File: src/rtl/board_access_arbiter_if.sv
// ---------------------------------------------------------------------------
// board_access_arbiter_if
//
// Write-request bus between the two board writers (requesters A and B) and
// board_access_arbiter.
//
//   req_a / req_b    requester -> arbiter   write request, held until granted
//   row_a / row_b    requester -> arbiter   target row index (5 bits)
//   data_a / data_b  requester -> arbiter   new row contents, bit n = column n
//   gnt_a / gnt_b    arbiter -> requester   one-cycle grant; the row write
//                                           completed on the edge that raised it
//
// Modports: master = requester side, slave = arbiter side.
// ---------------------------------------------------------------------------
interface board_access_arbiter_if #(
    parameter int COLS = 8
);
    logic            req_a;
    logic [4:0]      row_a;
    logic [COLS-1:0] data_a;
    logic            gnt_a;

    logic            req_b;
    logic [4:0]      row_b;
    logic [COLS-1:0] data_b;
    logic            gnt_b;

    modport master (
        output req_a, row_a, data_a,
        output req_b, row_b, data_b,
        input  gnt_a, gnt_b
    );

    modport slave (
        input  req_a, row_a, data_a,
        input  req_b, row_b, data_b,
        output gnt_a, gnt_b
    );
endinterface

File: src/rtl/board_access_arbiter.sv
// ---------------------------------------------------------------------------
// board_access_arbiter
//
// Owns the ROWS x COLS game board. The VGA side reads single cells
// combinationally; two requesters write whole rows, but only during a write
// window of WINDOW_CYCLES clocks that opens after each frame's draw_finish.
// A frame counter emits a one-cycle frame_tick every TICK_FRAMES frames.
//
// Ports:
//   vga_clk      in   sole clock, rising edge
//   rst          in   synchronous, active-high reset
//   draw_finish  in   one pulse per frame from the VGA timing block
//   x_coord      in   [7:0]  cell column to read
//   y_coord      in   [17:0] cell row to read
//   coord_value  out  board[y_coord][x_coord], 0 when out of range
//   bus          slave modport of board_access_arbiter_if (req/row/data/gnt
//                for requesters A and B)
//   window_open  out  high while the write window is active
//   frame_tick   out  one-cycle game-tick pulse
//
// Configuration macro: ARB_ROUND_ROBIN_EN
//   defined   -> contention goes to the requester not granted most recently
//                (A wins the first contention after reset)
//   undefined -> fixed priority, A always wins contention
// ---------------------------------------------------------------------------
module board_access_arbiter #(
    parameter int ROWS          = 18,
    parameter int COLS          = 8,
    parameter int WINDOW_CYCLES = 800,
    parameter int TICK_FRAMES   = 30
) (
    input  logic                  vga_clk,
    input  logic                  rst,
    input  logic                  draw_finish,
    input  logic [7:0]            x_coord,
    input  logic [17:0]           y_coord,
    output logic                  coord_value,
    board_access_arbiter_if.slave bus,
    output logic                  window_open,
    output logic                  frame_tick
);

    localparam int ROW_W = (ROWS > 1) ? $clog2(ROWS) : 1;
    localparam int COL_W = (COLS > 1) ? $clog2(COLS) : 1;

    typedef enum logic {
        DISPLAY = 1'b0,
        WINDOW  = 1'b1
    } state_t;

    state_t          state;
    state_t          state_next;
    logic [15:0]     win_cnt;
    logic [15:0]     win_cnt_next;
    logic [7:0]      frame_cnt;
    logic [7:0]      frame_cnt_next;
    logic            frame_tick_next;

    logic            gnt_a;
    logic            gnt_b;
    logic            elig_a;
    logic            elig_b;
    logic            grant_a;
    logic            grant_b;
    logic            row_a_ok;
    logic            row_b_ok;

    logic [COLS-1:0] board [ROWS];

    logic             coord_in_range;
    logic [ROW_W-1:0] y_idx;
    logic [COL_W-1:0] x_idx;

`ifdef ARB_ROUND_ROBIN_EN
    // Set when B should win the next contention (A was granted last).
    logic            prefer_b;
`endif

    // -----------------------------------------------------------------------
    // Window / frame sequencing
    // -----------------------------------------------------------------------
    always_comb begin
        // NOTE: every variable gets a default before the case so no path
        // leaves it unassigned, which would otherwise infer a latch.
        state_next      = state;
        win_cnt_next    = win_cnt;
        frame_cnt_next  = frame_cnt;
        frame_tick_next = 1'b0;

        case (state)
            DISPLAY: begin
                if (draw_finish) begin
                    state_next   = WINDOW;
                    win_cnt_next = '0;
                    // The tick is registered alongside the state change, so it
                    // lines up with the first cycle window_open reads 1.
                    if (frame_cnt == 8'(TICK_FRAMES - 1)) begin
                        frame_cnt_next  = '0;
                        frame_tick_next = 1'b1;
                    end else begin
                        frame_cnt_next = frame_cnt + 8'd1;
                    end
                end
            end
            WINDOW: begin
                // draw_finish is deliberately ignored here.
                win_cnt_next = win_cnt + 16'd1;
                if (win_cnt == 16'(WINDOW_CYCLES - 1)) begin
                    state_next = DISPLAY;
                end
            end
            default: state_next = DISPLAY;
        endcase
    end

    // -----------------------------------------------------------------------
    // Arbitration
    // -----------------------------------------------------------------------
    // A requester holding its grant this cycle sits out one edge, which
    // forces the minimum one-cycle gap between its consecutive grants.
    assign elig_a   = bus.req_a && !gnt_a;
    assign elig_b   = bus.req_b && !gnt_b;
    assign row_a_ok = 32'(bus.row_a) < ROWS;
    assign row_b_ok = 32'(bus.row_b) < ROWS;

    always_comb begin
        grant_a = 1'b0;
        grant_b = 1'b0;
        // The final window edge still grants: state is WINDOW on that edge.
        if (state == WINDOW) begin
`ifdef ARB_ROUND_ROBIN_EN
            if (elig_a && elig_b) begin
                grant_a = !prefer_b;
                grant_b = prefer_b;
            end else begin
                grant_a = elig_a;
                grant_b = elig_b;
            end
`else
            grant_a = elig_a;
            grant_b = elig_b && !elig_a;
`endif
        end
    end

    // -----------------------------------------------------------------------
    // Registers
    // -----------------------------------------------------------------------
    always_ff @(posedge vga_clk) begin
        // NOTE: sequential state uses non-blocking assignments so every
        // register samples pre-edge values regardless of statement order.
        if (rst) begin
            state      <= DISPLAY;
            win_cnt    <= '0;
            frame_cnt  <= '0;
            frame_tick <= 1'b0;
            gnt_a      <= 1'b0;
            gnt_b      <= 1'b0;
        end else begin
            state      <= state_next;
            win_cnt    <= win_cnt_next;
            frame_cnt  <= frame_cnt_next;
            frame_tick <= frame_tick_next;
            gnt_a      <= grant_a;
            gnt_b      <= grant_b;
        end
    end

`ifdef ARB_ROUND_ROBIN_EN
    always_ff @(posedge vga_clk) begin
        if (rst) begin
            prefer_b <= 1'b0;
        end else if (grant_a) begin
            prefer_b <= 1'b1;
        end else if (grant_b) begin
            prefer_b <= 1'b0;
        end
    end
`endif

    // Out-of-range rows are still granted; they simply do not write.
    always_ff @(posedge vga_clk) begin
        if (rst) begin
            // NOTE: the board is a flop array, not a RAM, because a reset has
            // to clear every cell in one edge; each row is reset explicitly.
            for (int r = 0; r < ROWS; r++) begin
                board[r] <= '0;
            end
        end else begin
            if (grant_a && row_a_ok) begin
                board[ROW_W'(bus.row_a)] <= bus.data_a;
            end
            if (grant_b && row_b_ok) begin
                board[ROW_W'(bus.row_b)] <= bus.data_b;
            end
        end
    end

    // -----------------------------------------------------------------------
    // Outputs
    // -----------------------------------------------------------------------
    assign window_open = (state == WINDOW);
    assign bus.gnt_a   = gnt_a;
    assign bus.gnt_b   = gnt_b;

    assign coord_in_range = (32'(x_coord) < COLS) && (32'(y_coord) < ROWS);
    assign y_idx          = ROW_W'(y_coord);
    assign x_idx          = COL_W'(x_coord);
    assign coord_value    = coord_in_range ? board[y_idx][x_idx] : 1'b0;

endmodule

File: src/flat_wrapper.sv
// flat-port wrapper written by rule: the top's interface ports become plain ports
module board_access_arbiter_flat 
#(
    parameter int ROWS          = 18,
    parameter int COLS          = 8,
    parameter int WINDOW_CYCLES = 800,
    parameter int TICK_FRAMES   = 30
)
  (vga_clk, rst, draw_finish, x_coord, y_coord, coord_value, window_open, frame_tick, bus_req_a, bus_row_a, bus_data_a, bus_req_b, bus_row_b, bus_data_b, bus_gnt_a, bus_gnt_b);
  board_access_arbiter_if #(.COLS(COLS)) bus_i ();
  input  logic vga_clk;
  input  logic rst;
  input  logic draw_finish;
  input  logic [7:0] x_coord;
  input  logic [17:0] y_coord;
  output logic coord_value;
  output logic window_open;
  output logic frame_tick;
  input wire logic [$bits(bus_i.req_a)-1:0] bus_req_a;
  input wire logic [$bits(bus_i.row_a)-1:0] bus_row_a;
  input wire logic [$bits(bus_i.data_a)-1:0] bus_data_a;
  input wire logic [$bits(bus_i.req_b)-1:0] bus_req_b;
  input wire logic [$bits(bus_i.row_b)-1:0] bus_row_b;
  input wire logic [$bits(bus_i.data_b)-1:0] bus_data_b;
  output wire logic [$bits(bus_i.gnt_a)-1:0] bus_gnt_a;
  output wire logic [$bits(bus_i.gnt_b)-1:0] bus_gnt_b;
  assign bus_i.req_a = bus_req_a;
  assign bus_i.row_a = bus_row_a;
  assign bus_i.data_a = bus_data_a;
  assign bus_i.req_b = bus_req_b;
  assign bus_i.row_b = bus_row_b;
  assign bus_i.data_b = bus_data_b;
  assign bus_gnt_a = bus_i.gnt_a;
  assign bus_gnt_b = bus_i.gnt_b;
  board_access_arbiter #(.ROWS(ROWS), .COLS(COLS), .WINDOW_CYCLES(WINDOW_CYCLES), .TICK_FRAMES(TICK_FRAMES)) u_core (.vga_clk(vga_clk), .rst(rst), .draw_finish(draw_finish), .x_coord(x_coord), .y_coord(y_coord), .coord_value(coord_value), .bus(bus_i), .window_open(window_open), .frame_tick(frame_tick));
endmodule
File: config.mk
export PLATFORM = sky130hd
export DESIGN_NAME = board_access_arbiter_flat
export DESIGN_NICKNAME = d
export VERILOG_FILES = /design/src/rtl/board_access_arbiter_if.sv /design/src/rtl/board_access_arbiter.sv /design/src/flat_wrapper.sv
export SDC_FILE = /design/constraint.sdc
export NUM_CORES = 1
export LEC_CHECK = 0
export ABC_AREA = 1
export CAP_MARGIN = 10
export CORE_MARGIN = 1
export CORE_UTILIZATION = 30
export DETAILED_ROUTE_END_ITERATION = 7
export PLACE_DENSITY = 0.47
export SLEW_MARGIN = 20
export SYNTH_ARGS = -nofsm -noshare
export SYNTH_HDL_FRONTEND = slang
export SYNTH_SLANG_ARGS = --single-unit
File: constraint.sdc
create_clock -name vga_clk -period 4.72 [get_ports vga_clk]
set_clock_uncertainty 0.1 [all_clocks]
set_input_delay 1.416 -clock vga_clk [delete_from_list [all_inputs] [get_ports vga_clk]]
set_output_delay 1.416 -clock vga_clk [all_outputs]
set_load 0.02 [all_outputs]
==> run metrics, run 1 <==
total gr overflow=0; CTS sink count=284; most common cell after layout, fill and taps aside=nand2_1; failing checks=design-rule violations; final net count=roughly 1,500; share of cells above drive strength 1=10.2%; routed wl met2=15,800 um; Die ar.=42,700 um^2; Total GRT Usage=17.0%; RSZ-0062 raised after global routing=false; Worst setup EP type=output pin; Initial Utilization=slightly above 30%; metal3 WL=1950 um; placed instance count=1,962; Setup Viol. Count Final=0; power consumption=5850 uW; Vias=9,431; post-synthesis sequential area ratio=around two thirds; DP Wirelength=approximately 23,000 um; Final Hold Violating Endpoints=0; share of total power in the clock network=43.1%; DR iter-0 viols=522; R2R Path End=u_core.board[11][4]; DRC errors left=8; fmax=0.218 GHz; Clk Latency, worst-skew pair=0.53 ns; critical path required time=3.20 ns; Post-DRT Antenna Nets=0; CP peak stage delay=about 0.27 ns; vias in the first global route=around 9,100; VDD IR-drop max=0.000205 V; CP Cell Sequence=dlygate4sd2_1, buf_4, nor2_2, clkinv_1, buf_4, a21oi_1, nor2_1, nand2_1, nand3_1, nand3_1, nand2_1, nor2_2, nor2_4, buf_6; worst reg2reg startpoint=u_core.window_open; max-cap violations=0; Die X-Extent=roughly 210 um; FF-to-FF path depth=8; most frequent cells in the layout=327 x nand2_1, 256 x edfxtp_1, 190 x nor2_1; Root Driver=clkbuf_16; Area Overhead vs Synth=25.1%; Syn Inst Count=1,266; Design Area, Final=15,700 um^2; Die H=around 210 um; Clock Path Buffers=3; Crit path buffers/inverters=5; final WL=35,500 um; startpoint types=input port; combinational power share=7.9%; Slew headroom=56.9%; GP Congestion=0.900; Post-Route Hold Slack=0.382 ns; first-pass GRT wire length=53,600 um; Pwr Density=372 nW/um^2; Synth Area per Inst=9.92 um^2; Worst Hold Depth=1; CP delay by family, top=buffers and inverters; initial antenna violation count=0; Main synth FF type=edfxtp_1; HP Start=u_core.frame_cnt[7]; synthesis warning total=0; largest net degree at the start of global routing=50; Psw=1370 uW; R2R setup slack=roughly 1.8 ns; core region area=~41,000 um^2; Routed wire per std cell=17.5 um; IO Port Bufs=61; Hold EP=u_core.frame_cnt[7]; CP Class=in2out; vias per std cell=approximately 4.7; Reg power frac=49.0%; clock slew at reported path FFs=0.05 ns; H-tree Lvls=2; arrival time worst endpoint=3.08 ns; number of synthesized flops with an enable pin=256; count of pins over their slew limit=0; final critical-path share of the clock period=97.3%; outcome=complete, but fails checks; internal power=4480 uW; Placement Rows=74; FFs w/ async S/R, synth=0%; Ports=62; minimum clock period=4.59 ns; Sw Ratio=23.4%; Post-Layout Cell Count=2,026; flops & latches, synth=284; Syn Std Cell Area=12,600 um^2; Slowest-stage cell, CP=dlygate4sd2_1; Post-Route M1 WL=approximately 17,000 um; Post-DP Area=approximately 15,000 um^2; Min-Delay Path Class=reg2reg; number of CTS-inserted buffers=35; Max Fanout on Critical Path=6; CTS tree=done; Post-CTS Hold Fix Bufs=0; Distinct cells, synth=43; DRT Pass-1 Iters=6; Slew @ Worst Pin=between 0.6 and 0.7 ns; Lkg Pwr=0.00599 uW; top sig layer=met4
-- worst reg2reg max path, cell delays in order, from the launching register on --
cell and delay [ns]:
dfxtp_1 0.59, nand2_1 0.18, nor4_4 0.28, o21ai_1 0.21, o22ai_2 0.27, inv_1 0.13
nor2_2 0.25, nand2_1 0.27, nand2_1 0.35
-- synth_stat cells (2+ instances only) --
cell,count,share of area (%)
inv_2,9,0.27
a22oi_1,2,0.12
clkbuf_1,27,0.81
dfxtp_1,28,4.5
buf_2,15,0.60
ha_1,3,0.30
edfxtp_1,256,61
a211oi_1,4,0.24
buf_1,20,0.60
nand2_2,11,0.55
o22ai_2,2,0.20
nor2_1,196,5.9
xnor2_1,2,0.14
o22ai_1,9,0.45
o21ai_0,21,0.84
nor2_2,7,0.35
nor3b_1,4,0.24
o31ai_1,2,0.12
a21oi_1,26,1.0
a32oi_1,2,0.14
nand2_1,327,9.8
nand4_1,7,0.35
nand3_1,188,7.5
inv_1,62,1.9
nor4_1,5,0.25
clkinv_1,2,0.060
nor3_1,13,0.52
-- worst max-delay path by stage --
stage | from | endpoint | slack (ns) | cells after the start
final | y_coord[3] | coord_value | 0.13 | 14
after global placement | y_coord[2] | coord_value | -0.73 | 13
after floorplan | y_coord[0] | coord_value | 0.25 | 14
after detailed placement | y_coord[2] | coord_value | -0.73 | 13
after CTS | y_coord[0] | coord_value | 0.02 | 15
after global routing | y_coord[4] | coord_value | 0.01 | 10
-- final cells by class --
cell class	count	area, um^2
multi-input cells	957	4240
repair buffers	120	1220
diodes	1	2.50
well taps	532	666
flip-flops and latches	284	8250
inverters	73	287
fillers	4196	25400
clock buffers	45	956
clock inverters	14	96.3
-- power groups by stage --
stage | registers, uW | logic (uW) | clock network (uW)
after floorplan | 2910 | 243 | 0
after global placement | 2920 | 447 | 0
after detailed placement | 2920 | 447 | 0
after CTS | 2870 | 455 | 2590
after global routing | 2880 | 511 | 2670
final | 2870 | 459 | 2520
-- flip-flops by register name, summed over array words and instances (netlist names) --
name                count
u_core.board          256
u_core.bus.gnt_a        1
u_core.bus.gnt_b        1
u_core.frame_cnt        8
u_core.frame_tick       1
u_core.win_cnt         16
u_core.window_open      1
-- routing by layer --
metal	track usage, %	up-vias
met1	24.0	4523
met2	26.4	234
met5	0	-
met3	2.68	52
li1	-	4622
met4	6.12	0
-- through the flow --
step | setup WS (ns) | util (%) | TNS (ns)
after floorplan | 0.249 | - | 0
after global placement | -0.726 | 35.3 | -0.726
after detailed placement | -0.729 | 35.3 | -0.729
after CTS | 0.0184 | 38.0 | 0
after global routing | 0.0111 | 38.2 | 0
final | 0.128 | 38.2 | 0
-- repair_timing --
action,4_1_cts,5_1_grt
endpoints found under the setup margin,1,1
setup buffers,0,2
gates resized for setup,14,18
endpoints found under the hold margin,0,0
pin swaps,1,2
gates cloned,1,1
-- cells by family after synthesis --
| family | count (synthesis) | synth area share [%] |
|---|---|---|
| AND/OR/NAND/NOR | 763 | 25.8 |
| XOR/XNOR | 2 | 0.139 |
| buffers and inverters | 136 | 4.24 |
| adder cells (fa/ha/maj) | 3 | 0.299 |
| flip-flops | 284 | 65.7 |
| AO/OA/AOI/OAI | 77 | 3.80 |
| other | 1 | 0.0299 |
Power figures use the tool's default switching activity.
==> inputs of run 2 (changes only) <==
Settings changed: PLACE_DENSITY 0.47 to unset, PLACE_DENSITY_LB_ADDON set to 0.08.
==> run 2 against run 1 <==
  * The flow still finishes with violations (design-rule violations)
  * Clock power rose by 6%
  * Maximum frequency is 0.28% lower
  * Worst setup slack got worse by 0.013 ns
  * Highest routed layer unchanged
==> run metrics, run 2 (synthesized netlist as in run 1, its figures left out) <==
Initial Utilization=30.6% (unchanged); Post-Layout Cell Count=2,028 (+0.099%); Setup TNS=0 ns (unchanged); CP Class=in2out; Filler cells=4,215 (+0.45%); core region area=41,100 um^2 (unchanged); Total GRT Usage=17.4% (+0.35 points); Die ar.=42,700 um^2 (unchanged); final critical-path share of the clock period=97.6% (+0.27 points); Routed wire per std cell=18.0 um (+2.8%); Ports=62 (unchanged); failing checks=design-rule violations; register area=8250 um^2 (unchanged); Min-Delay Path Class=reg2reg; Die X-Extent=207 um (unchanged); vias in the first global route=8,968 (-1.5%); worst reg2reg startpoint=u_core.window_open; CTS sink count=284 (unchanged); dpl ws=-0.801 ns (-0.0718 ns); Final Hold Violating Endpoints=0 (unchanged); largest net degree at the start of global routing=43 (-14%); IO Port Bufs=61 (unchanged); DRT Pass-1 Iters=8 (+2); FF-to-FF path depth=8 (unchanged); first-pass GRT wire length=54,800 um (+2.1%); Root Driver=clkbuf_16; critical path startpoint=y_coord[1]; startpoint types=input port; Worst setup EP type=output pin; Post-DRT Antenna Nets=0 (unchanged); clock slew at reported path FFs=0.05 ns (about the same); Area Overhead vs Synth=25.5%; worst setup margin=0.115 ns (-0.0127 ns); biggest regs=u_core.board: 256 flops, u_core.win_cnt: 16 flops, u_core.frame_cnt: 8 flops; number of CTS-inserted buffers=36 (+2.9%); Worst Hold Depth=1 (unchanged); Slew @ Worst Pin=0.657 ns (+0.0169 ns); fmax=0.217 GHz (-0.28%); DR iter-0 viols=632 (+21%); GP Congestion=0.869 (-3.5%); Max Fanout on Critical Path=11 (+5); count of pins over their slew limit=0 (unchanged); CTS tree=done; share of cells above drive strength 1=10.1% (-0.087 points); Die H=207 um (unchanged); Setup Viol. Count Final=0 (unchanged); Largest register FFs=256 (unchanged); DP Wirelength=24,700 um (+6.6%); total gr overflow=0 (unchanged); outcome=complete, but fails checks; Slew headroom=55.7% (-1.1 points); most common cell after layout, fill and taps aside=nand2_1; R2R Path End=u_core.board[11][1]; Placement Rows=74 (unchanged); Clock Path Buffers=3 (unchanged); final net count=1,530 (-0.065%); minimum clock period=4.61 ns (+0.0127 ns); H-tree Lvls=2 (unchanged); footprint of the multi-input gates=4230 um^2 (-0.32%); Pwr Density=381 nW/um^2 (+2.3%); Lkg Pwr=0.00602 uW (+0.48%); max-cap violations=0 (unchanged); critical path required time=3.20 ns (about the same); arrival time worst endpoint=3.09 ns (about the same); R2R setup slack=1.78 ns (+0.02 ns); Top reg by flops=u_core.board; final WL=36,600 um (+2.9%); vias per std cell=4.60 (-1.2%); Hold EP=u_core.frame_cnt[7]; DRC errors left=11 (+3); # diodes=0 (-1); HP Start=u_core.frame_cnt[7]; power consumption=6000 uW (+2.6%); most frequent cells in the layout=327 x nand2_1, 256 x edfxtp_1, 190 x nor2_1; Clk Latency, worst-skew pair=0.53 ns (about the same); placed instance count=1,963 (+0.051%); RSZ-0062 raised after global routing=false; initial antenna violation count=0 (unchanged); VDD IR-drop max=0.000254 V (+24%); Vias=9,328 (-1.1%)
==> run 2: changes by cell type in the layout (fill, tap and decap cells not counted), sizes merged, moves of 2 or more <==
cell,previous run,this run
clkbuf,46,59
clkinv,12,8
buf,60,58
bufinv,1,3
clkinvlp,2,0
==> run 2: critical path, stage by stage <==
cell and delay [ns]:
clkbuf_4 0.19, buf_6 0.18, buf_4 0.16, nand3_1 0.09, nand2_1 0.13, nand2_1 0.09, nand3_1 0.09, nor2_2 0.15
nor2_1 0.07, nor2_2 0.12, nor2_2 0.05, nor2_2 0.15, buf_4 0.17
==> run 2: area by class of cell <==
cell class | count | area share [%]
Sequential cell | 284 | 52.3
Multi-Input combinational cell | 957 | 26.8
Timing Repair Buffer | 118 | 7.60
Clock buffer | 55 | 6.36
Tap cell | 532 | 4.22
Inverter | 73 | 1.86
Clock inverter | 9 | 0.833
==> run 2: repair_timing <==
action                                  in CTS  in global routing
hold buffers                                 0                  0
buffers inserted                             0                  0
endpoints found under the setup margin       1                  1
cloned                                       0                  1
gates resized for setup                     13                 22
==> run 2: routing by layer <==
layer / track usage, % / wire length [um] / up-vias
met5: 0 / 0 / -
met4: 5.17 / 793 / 0
met3: 3.16 / 1870 / 45
met2: 28.8 / 17300 / 207
met1: 23.1 / 16600 / 4469
li1: - / - / 4607
==> run 2: worst max-delay path by stage <==
| stage | slack, ns | cells past startpoint | endpoint |
|---|---|---|---|
| 2_1_floorplan | 0.25 | 14 | coord_value |
| 3_3_place_gp | -0.79 | 13 | coord_value |
| 3_5_place_dp | -0.80 | 13 | coord_value |
| 4_1_cts | 0.05 | 14 | coord_value |
| 5_1_grt | 0.002 | 14 | coord_value |
| 6_report | 0.11 | 13 | coord_value |
==> run 2: through the flow <==
step	utilization (%)	area (um^2)	hold WS, ns
after floorplan	-	13000	0.328
after global placement	35.4	14500	0.353
after detailed placement	35.4	14500	0.351
after CTS	38.2	15700	0.361
after global routing	38.3	15800	0.374
final	38.3	15800	0.353
==> run 2: power by group <==
| part | switching (uW) | total (uW) | internal (uW) | leakage, uW |
|---|---|---|---|---|
| Combinational | 301 | 464 | 163 | 0.00262 |
| Clock | 1040 | 2670 | 1630 | 0.000547 |
| Sequential | 28.7 | 2870 | 2840 | 0.00286 |
==> inputs of run 3 (changes only) <==
Settings changed: GPL_TIMING_DRIVEN set to 1.
Clock period 4.72 ns to 4.5 ns, I/O delays scaled along.
==> run 3 against run 2 <==
  * The flow still finishes with violations (design-rule violations)
  * Total power grew 4.6%
  * Critical path type unchanged
  * Largest power group unchanged
  * Highest routed layer unchanged
  * Clock power grew 3%
  * Utilization grew 0.95 points
  * Worst setup slack lost 0.0064 ns
==> run metrics, run 3 (synthesized netlist as in run 1, its figures left out) <==
outcome=complete, but fails checks; failing checks=design-rule violations; Die ar.=42,700 um^2 (unchanged); Design Area, Final=16,200 um^2 (+2.5%); Total GRT Usage=17.7% (+0.33 points); CP Cell Sequence=buf_12, clkinv_8, buf_12, buf_4, nand2_1, nand3_1, a21oi_1, nor2_1, nand2_1, nand3_1, nand3_1, nand2_1, nor2_2, nor2_4, buf_6; Clock Path Buffers=3 (unchanged); Initial Utilization=30.6% (unchanged); clock slew at reported path FFs=0.05 ns (about the same); largest net degree at the start of global routing=33 (-23%); Lkg Pwr=0.00621 uW (+3.1%); Placement Rows=74 (unchanged); core region area=41,100 um^2 (unchanged); CTS tree=done; fmax=0.228 GHz; combinational power share=8.5% (+0.8 points); final net count=1,552 (+1.4%); Worst setup EP type=output pin; dpl ws=-0.868 ns (-0.0669 ns); count of pins over their slew limit=0 (unchanged); Slew @ Worst Pin=0.703 ns (+0.0458 ns); share of total power in the clock network=43.6% (-0.9 points); CP Class=in2out; most frequent cells in the layout=322 x nand2_1, 256 x edfxtp_1, 190 x nor2_1; first-pass GRT wire length=56,000 um (+2.2%); H-tree Lvls=2 (unchanged); number of CTS-inserted buffers=35 (-2.8%); most common cell after layout, fill and taps aside=nand2_1; Clk Latency, worst-skew pair=0.53 ns (about the same); met3 Use GR=3.17% (+0.016 points); Final Hold Violating Endpoints=0 (unchanged); Area Overhead vs Synth=28.6%; CP delay by family, top=simple AND/OR/NAND/NOR gates; # diodes=0 (unchanged); minimum clock period=4.39 ns; Min-Delay Path Class=reg2reg; Psw=1480 uW (+7.6%); Die H=207 um (unchanged); Routed wire per std cell=18.4 um (+2.2%); Die X-Extent=207 um (unchanged); final WL=37,700 um (+3.2%); Largest register FFs=256 (unchanged); Max Fanout on Critical Path=8 (-3); arrival time worst endpoint=2.94 ns (-0.15 ns); Crit path buffers/inverters=5 (+1); Post-DP Area=14,600 um^2 (+0.33%); Slew headroom=53.1% (-2.6 points); VDD IR-drop max=0.000208 V (-18%); Slowest-stage cell, CP=a21oi_1; GP Congestion=0.855 (-1.6%); Setup Viol. Count Final=0 (unchanged); internal power=4800 uW (+3.7%); met2 Use GR=28.7% (-0.036 points); IO Port Bufs=61 (unchanged); startpoint types=input port; max-cap violations=0 (unchanged); CP peak stage delay=0.18 ns (about the same); DR iter-0 viols=637 (+0.79%); Ports=62 (unchanged); placed instance count=1,971 (+0.41%); global routing's busiest layer=met2; initial antenna violation count=0 (unchanged); met1 Use GR=23.8% (+0.74 points); Pwr Density=389 nW/um^2 (+2.1%); vias per std cell=4.63 (+0.70%); DRT Pass-1 Iters=7 (-1); share of cells above drive strength 1=12.9% (+2.8 points); biggest regs=u_core.board: 256 flops, u_core.win_cnt: 16 flops, u_core.frame_cnt: 8 flops; CTS sink count=284 (unchanged); vias in the first global route=9,243 (+3.1%); DRC errors left=11 (unchanged); critical path required time=3.05 ns (-0.15 ns); final critical-path share of the clock period=97.6%; Post-CTS Hold Fix Bufs=0 (unchanged); Reg power frac=47.9% (about the same); Post-Route Hold Slack=0.374 ns (+0.0211 ns); DP Wirelength=24,600 um (-0.32%); final core utilization=39.3% (+0.95 points); total gr overflow=0 (unchanged); worst setup margin=0.109 ns (-0.00641 ns); Top reg by flops=u_core.board; Post-Layout Cell Count=2,049 (+1.0%); Sw Ratio=23.5% (+0.66 points); Post-DRT Antenna Nets=0 (unchanged); Vias=9,491 (+1.7%); Root Driver=clkbuf_16
==> run 3: changes by cell type in the layout (fill, tap and decap cells not counted), moves of 5 or more <==
cell	delta
nand2_2	+5
clkbuf_16	+5
nand3_1	-12
nand3_2	+12
buf_4	+14
nand2_1	-5
==> run 3: final timing paths <==
kind | end | slack [ns] | startpoint | depth (start not counted)
setup / recovery | coord_value | 0.11 | y_coord[0] | 15
hold / removal | u_core.frame_cnt[7] | 0.37 | u_core.frame_cnt[7] | 1
setup reg to reg | u_core.board[3][3] | 1.59 | u_core.window_open | 8
hold reg to reg | u_core.frame_cnt[7] | 0.37 | u_core.frame_cnt[7] | 1
==> run 3: worst reg2reg max path: cells and delay by family, from the launching register on <==
kind	cells	cell delay (ns)
AND/OR/NAND/NOR	5	1.29
flip-flops	1	0.55
AO/OA/AOI/OAI	2	0.49
buffers and inverters	1	0.13
==> run 3: final cells by class <==
type / count / area [um^2]
clock inverters: 12 / 124
flip-flops and latches: 284 / 8250
clock buffers: 50 / 973
repair buffers: 141 / 1530
well taps: 532 / 666
fillers: 4147 / 25000
inverters: 73 / 293
multi-input cells: 957 / 4320
==> run 3: metal layers <==
layer,part of all wire (%),vias up
met5,0,-
li1,-,4662
met2,46,221
met4,2.6,0
met3,4.8,66
met1,46,4542
==> run 3: through the flow <==
step	TNS (ns)	power [uW]
4_1_cts	0	6310
3_3_place_gp	-0.842	3550
3_5_place_dp	-0.868	3550
5_1_grt	-0.00365	6520
2_1_floorplan	0	3310
6_report	0	6280
==> run 3: power by group through the flow <==
stage	sequential (uW)	clock, uW	combinational [uW]
finish	3010	2740	533
global route	3020	2910	589
CTS	3010	2810	499
detailed placement	3060	0	487
global placement	3060	0	490
floorplan	3050	0	254
==> run 3: repair_timing <==
item	4_1_cts	5_1_grt
pin swaps	1	14
gates cloned	1	6
resized for setup	25	48
endpoints found under the setup margin	1	1
setup buffers	0	10
==> edit: new RTL, config.mk and constraints of run 2 <==
The option `ARB_ROUND_ROBIN_EN` is turned on by a define.
--- a/src/rtl/board_access_arbiter.sv
+++ b/src/rtl/board_access_arbiter.sv
@@ -23,6 +23,8 @@
 //                (A wins the first contention after reset)
 //   undefined -> fixed priority, A always wins contention
 // ---------------------------------------------------------------------------
+`define ARB_ROUND_ROBIN_EN
+
 module board_access_arbiter #(
     parameter int ROWS          = 18,
     parameter int COLS          = 8,
Check against the original RTL: not equivalent (Yosys sat finds a counterexample within 10 cycles, from zero or initial values and one cycle with rst high).
==> edit against run 2 <==
  * Total power is 1.2% lower
  * Routed wire length is 6.2% higher
  * Fmax is 0.85% lower
  * Critical path type unchanged
  * Worst setup slack worse by 40 ps
  * Synthesized area is 1.2% higher
  * Final area is 3.0% higher
  * First-iteration DRC count is 1.7% lower
  * Sequential cell count is 1 higher
==> edit: results (changes against run 2) <==
Logic synthesis
  – Most common library cells after synthesis: nand2_1 (337), edfxtp_1 (256), nor2_1 (209)
  – Synth warn: 0 (unchanged)
  – Post-synthesis cell type count: 45 (+4.7%)
  – Post-synth ARST share: 0 (unchanged)
  – Yosys top cell by area: edfxtp_1
  – Mean post-synth cell area: 9.74 um2 (-1.9%)
  – Synth area leaders: edfxtp_1 (60%), nand2_1 (9.9%), nand3_1 (7.3%)
  – Seq/Total Area, Yosys: 0.650 (-0.00644)

Run status
  – Outcome: finished, final reports clean

Route
  – Wire length per cell: 18.5 um (+2.6%)
  – Vias per cell: 4.63 (+0.62%)
  – Post-Route WL: 38800 um (+6.2%)
  – First-pass iteration count of the detailed router: 5 (-3)
  – DR iter-0 viols: 621 (-1.7%)

Placed design
  – Routability congestion estimate: 0.855 (-1.6%)
  – Placed cells: 2024 (+3.1%)
  – Hpwl dp: 25100 um (+1.3%)

Critical path
  – R2r worst-path depth: 9 (+1)
  – Slowest cell on crit path: clkdlybuf4s50_1
  – Largest delay share family, worst path: buffers and inverters
  – WP data arrival: 3130 ps (+40 ps)
  – R2r setup slk: 1650 ps (-130 ps)
  – Critical R2R Launch: u_core.window_open
  – Critical Path Fanout Max: 1 (-10)
  – R2R Path End: u_core.board[6][2]
  – Critical Path Max Stage Delay: 410 ps (+220 ps)

Pwr
  – Worst ir drop on vdd: 179 uV (-30%)
  – Static leakage: 6.29 nW (+4.4%)

GRT
  – Initial antenna violation count: 0 (unchanged)
  – Total track usage: 0.175 (+0.00107)
  – First-pass GRT wire length: 56900 um (+3.9%)
  – Vias in the first global route: 9306 (+3.8%)
  – Largest net degree at the start of global routing: 36 (-16%)

Min path
  – Depth of the worst hold-timing path: 2 (+1)
  – WHS Endpoint: u_core.win_cnt[15]
  – HP Start: u_core.win_cnt[15]

Clocking
  – Clock Latency Late Sink: 540 ps
  – TritonCTS Buffers: 35 (-2.8%)

Layout
  – Share of post-route cells with drive strength above 1: 0.117 (+0.0158)
  – NumNets Final: 1593 (+4.1%)

Timing
  – Slew @ Worst Pin: 582 ps (-75.0 ps)
edit: layer usage:
| layer | share of wire | track usage | vias up |
|---|---|---|---|
| met5 | 0 | 0 | - |
| met4 | 0.020 | 0.0452 | 0 |
| met3 | 0.042 | 0.0310 | 49 |
| met2 | 0.46 | 0.282 | 201 |
| met1 | 0.48 | 0.242 | 4693 |
| li1 | - | - | 4767 |
edit: cell families (layout without fill, tap and decap cells):
| family | Yosys count | in the layout | share of synthesized area |
|---|---|---|---|
| AND/OR/NAND/NOR | 779 | 779 | 0.260 |
| flip-flops | 285 | 285 | 0.650 |
| buffers and inverters | 153 | 295 | 0.0471 |
| AO/OA/AOI/OAI | 82 | 82 | 0.0377 |
| adder cells (fa/ha/maj) | 3 | 3 | 0.00295 |
| XOR/XNOR | 3 | 3 | 0.00207 |
| other | 1 | 112 | 0.000295 |
edit: cell type report:
cell class / instances / area [um2]
clock buffer: 48 / 956
timing repair inverter: 1 / 8.76
multi-input combinational: 979 / 4330
fill: 4221 / 25600
inverter: 89 / 350
tap: 539 / 674
sequential: 285 / 8270
clock inverter: 15 / 105
timing repair buffer: 142 / 1540
edit: worst min-delay path: stages (launching register included):
cell	delay (ps)
dfxtp_1	310
nand2_1	60
a21oi_1	50
edit: worst max-delay path by stage:
stage | slack [ps] | end | cells past startpoint | start
6_report | 80 | coord_value | 10 | y_coord[10]
5_1_grt | -7 | coord_value | 15 | y_coord[0]
4_1_cts | 20 | coord_value | 10 | y_coord[9]
3_5_place_dp | -730 | coord_value | 17 | y_coord[2]
3_3_place_gp | -760 | coord_value | 17 | y_coord[2]
2_1_floorplan | 260 | coord_value | 14 | y_coord[0]
edit: repair_timing:
| action | in CTS | in global routing |
|---|---|---|
| pin swaps | 0 | 5 |
| cloned | 0 | 10 |
| setup endpoints to repair | 1 | 1 |
| hold buffers | 0 | 0 |
| buffers inserted | 0 | 2 |
| resized for setup | 13 | 40 |
edit: stage by stage:
step | TNS [ps] | worst slack, ps | area, um2 | hold slack [ps] | util
2_1_floorplan | 0 | 258 | 13100 | 343 | -
3_5_place_dp | -725 | -725 | 14800 | 360 | 0.354
4_1_cts | 0 | 19.0 | 15900 | 369 | 0.380
6_report | 0 | 75.4 | 16200 | 367 | 0.388
3_3_place_gp | -760 | -760 | 14800 | 357 | 0.354
5_1_grt | -7.31 | -7.31 | 16200 | 382 | 0.388
edit: report_power, final:
part | switching (mW) | total (mW) | internal [mW]
Combinational | 0.323 | 0.515 | 0.192
Sequential | 0.0315 | 2.88 | 2.85
Clock | 1.06 | 2.54 | 1.47
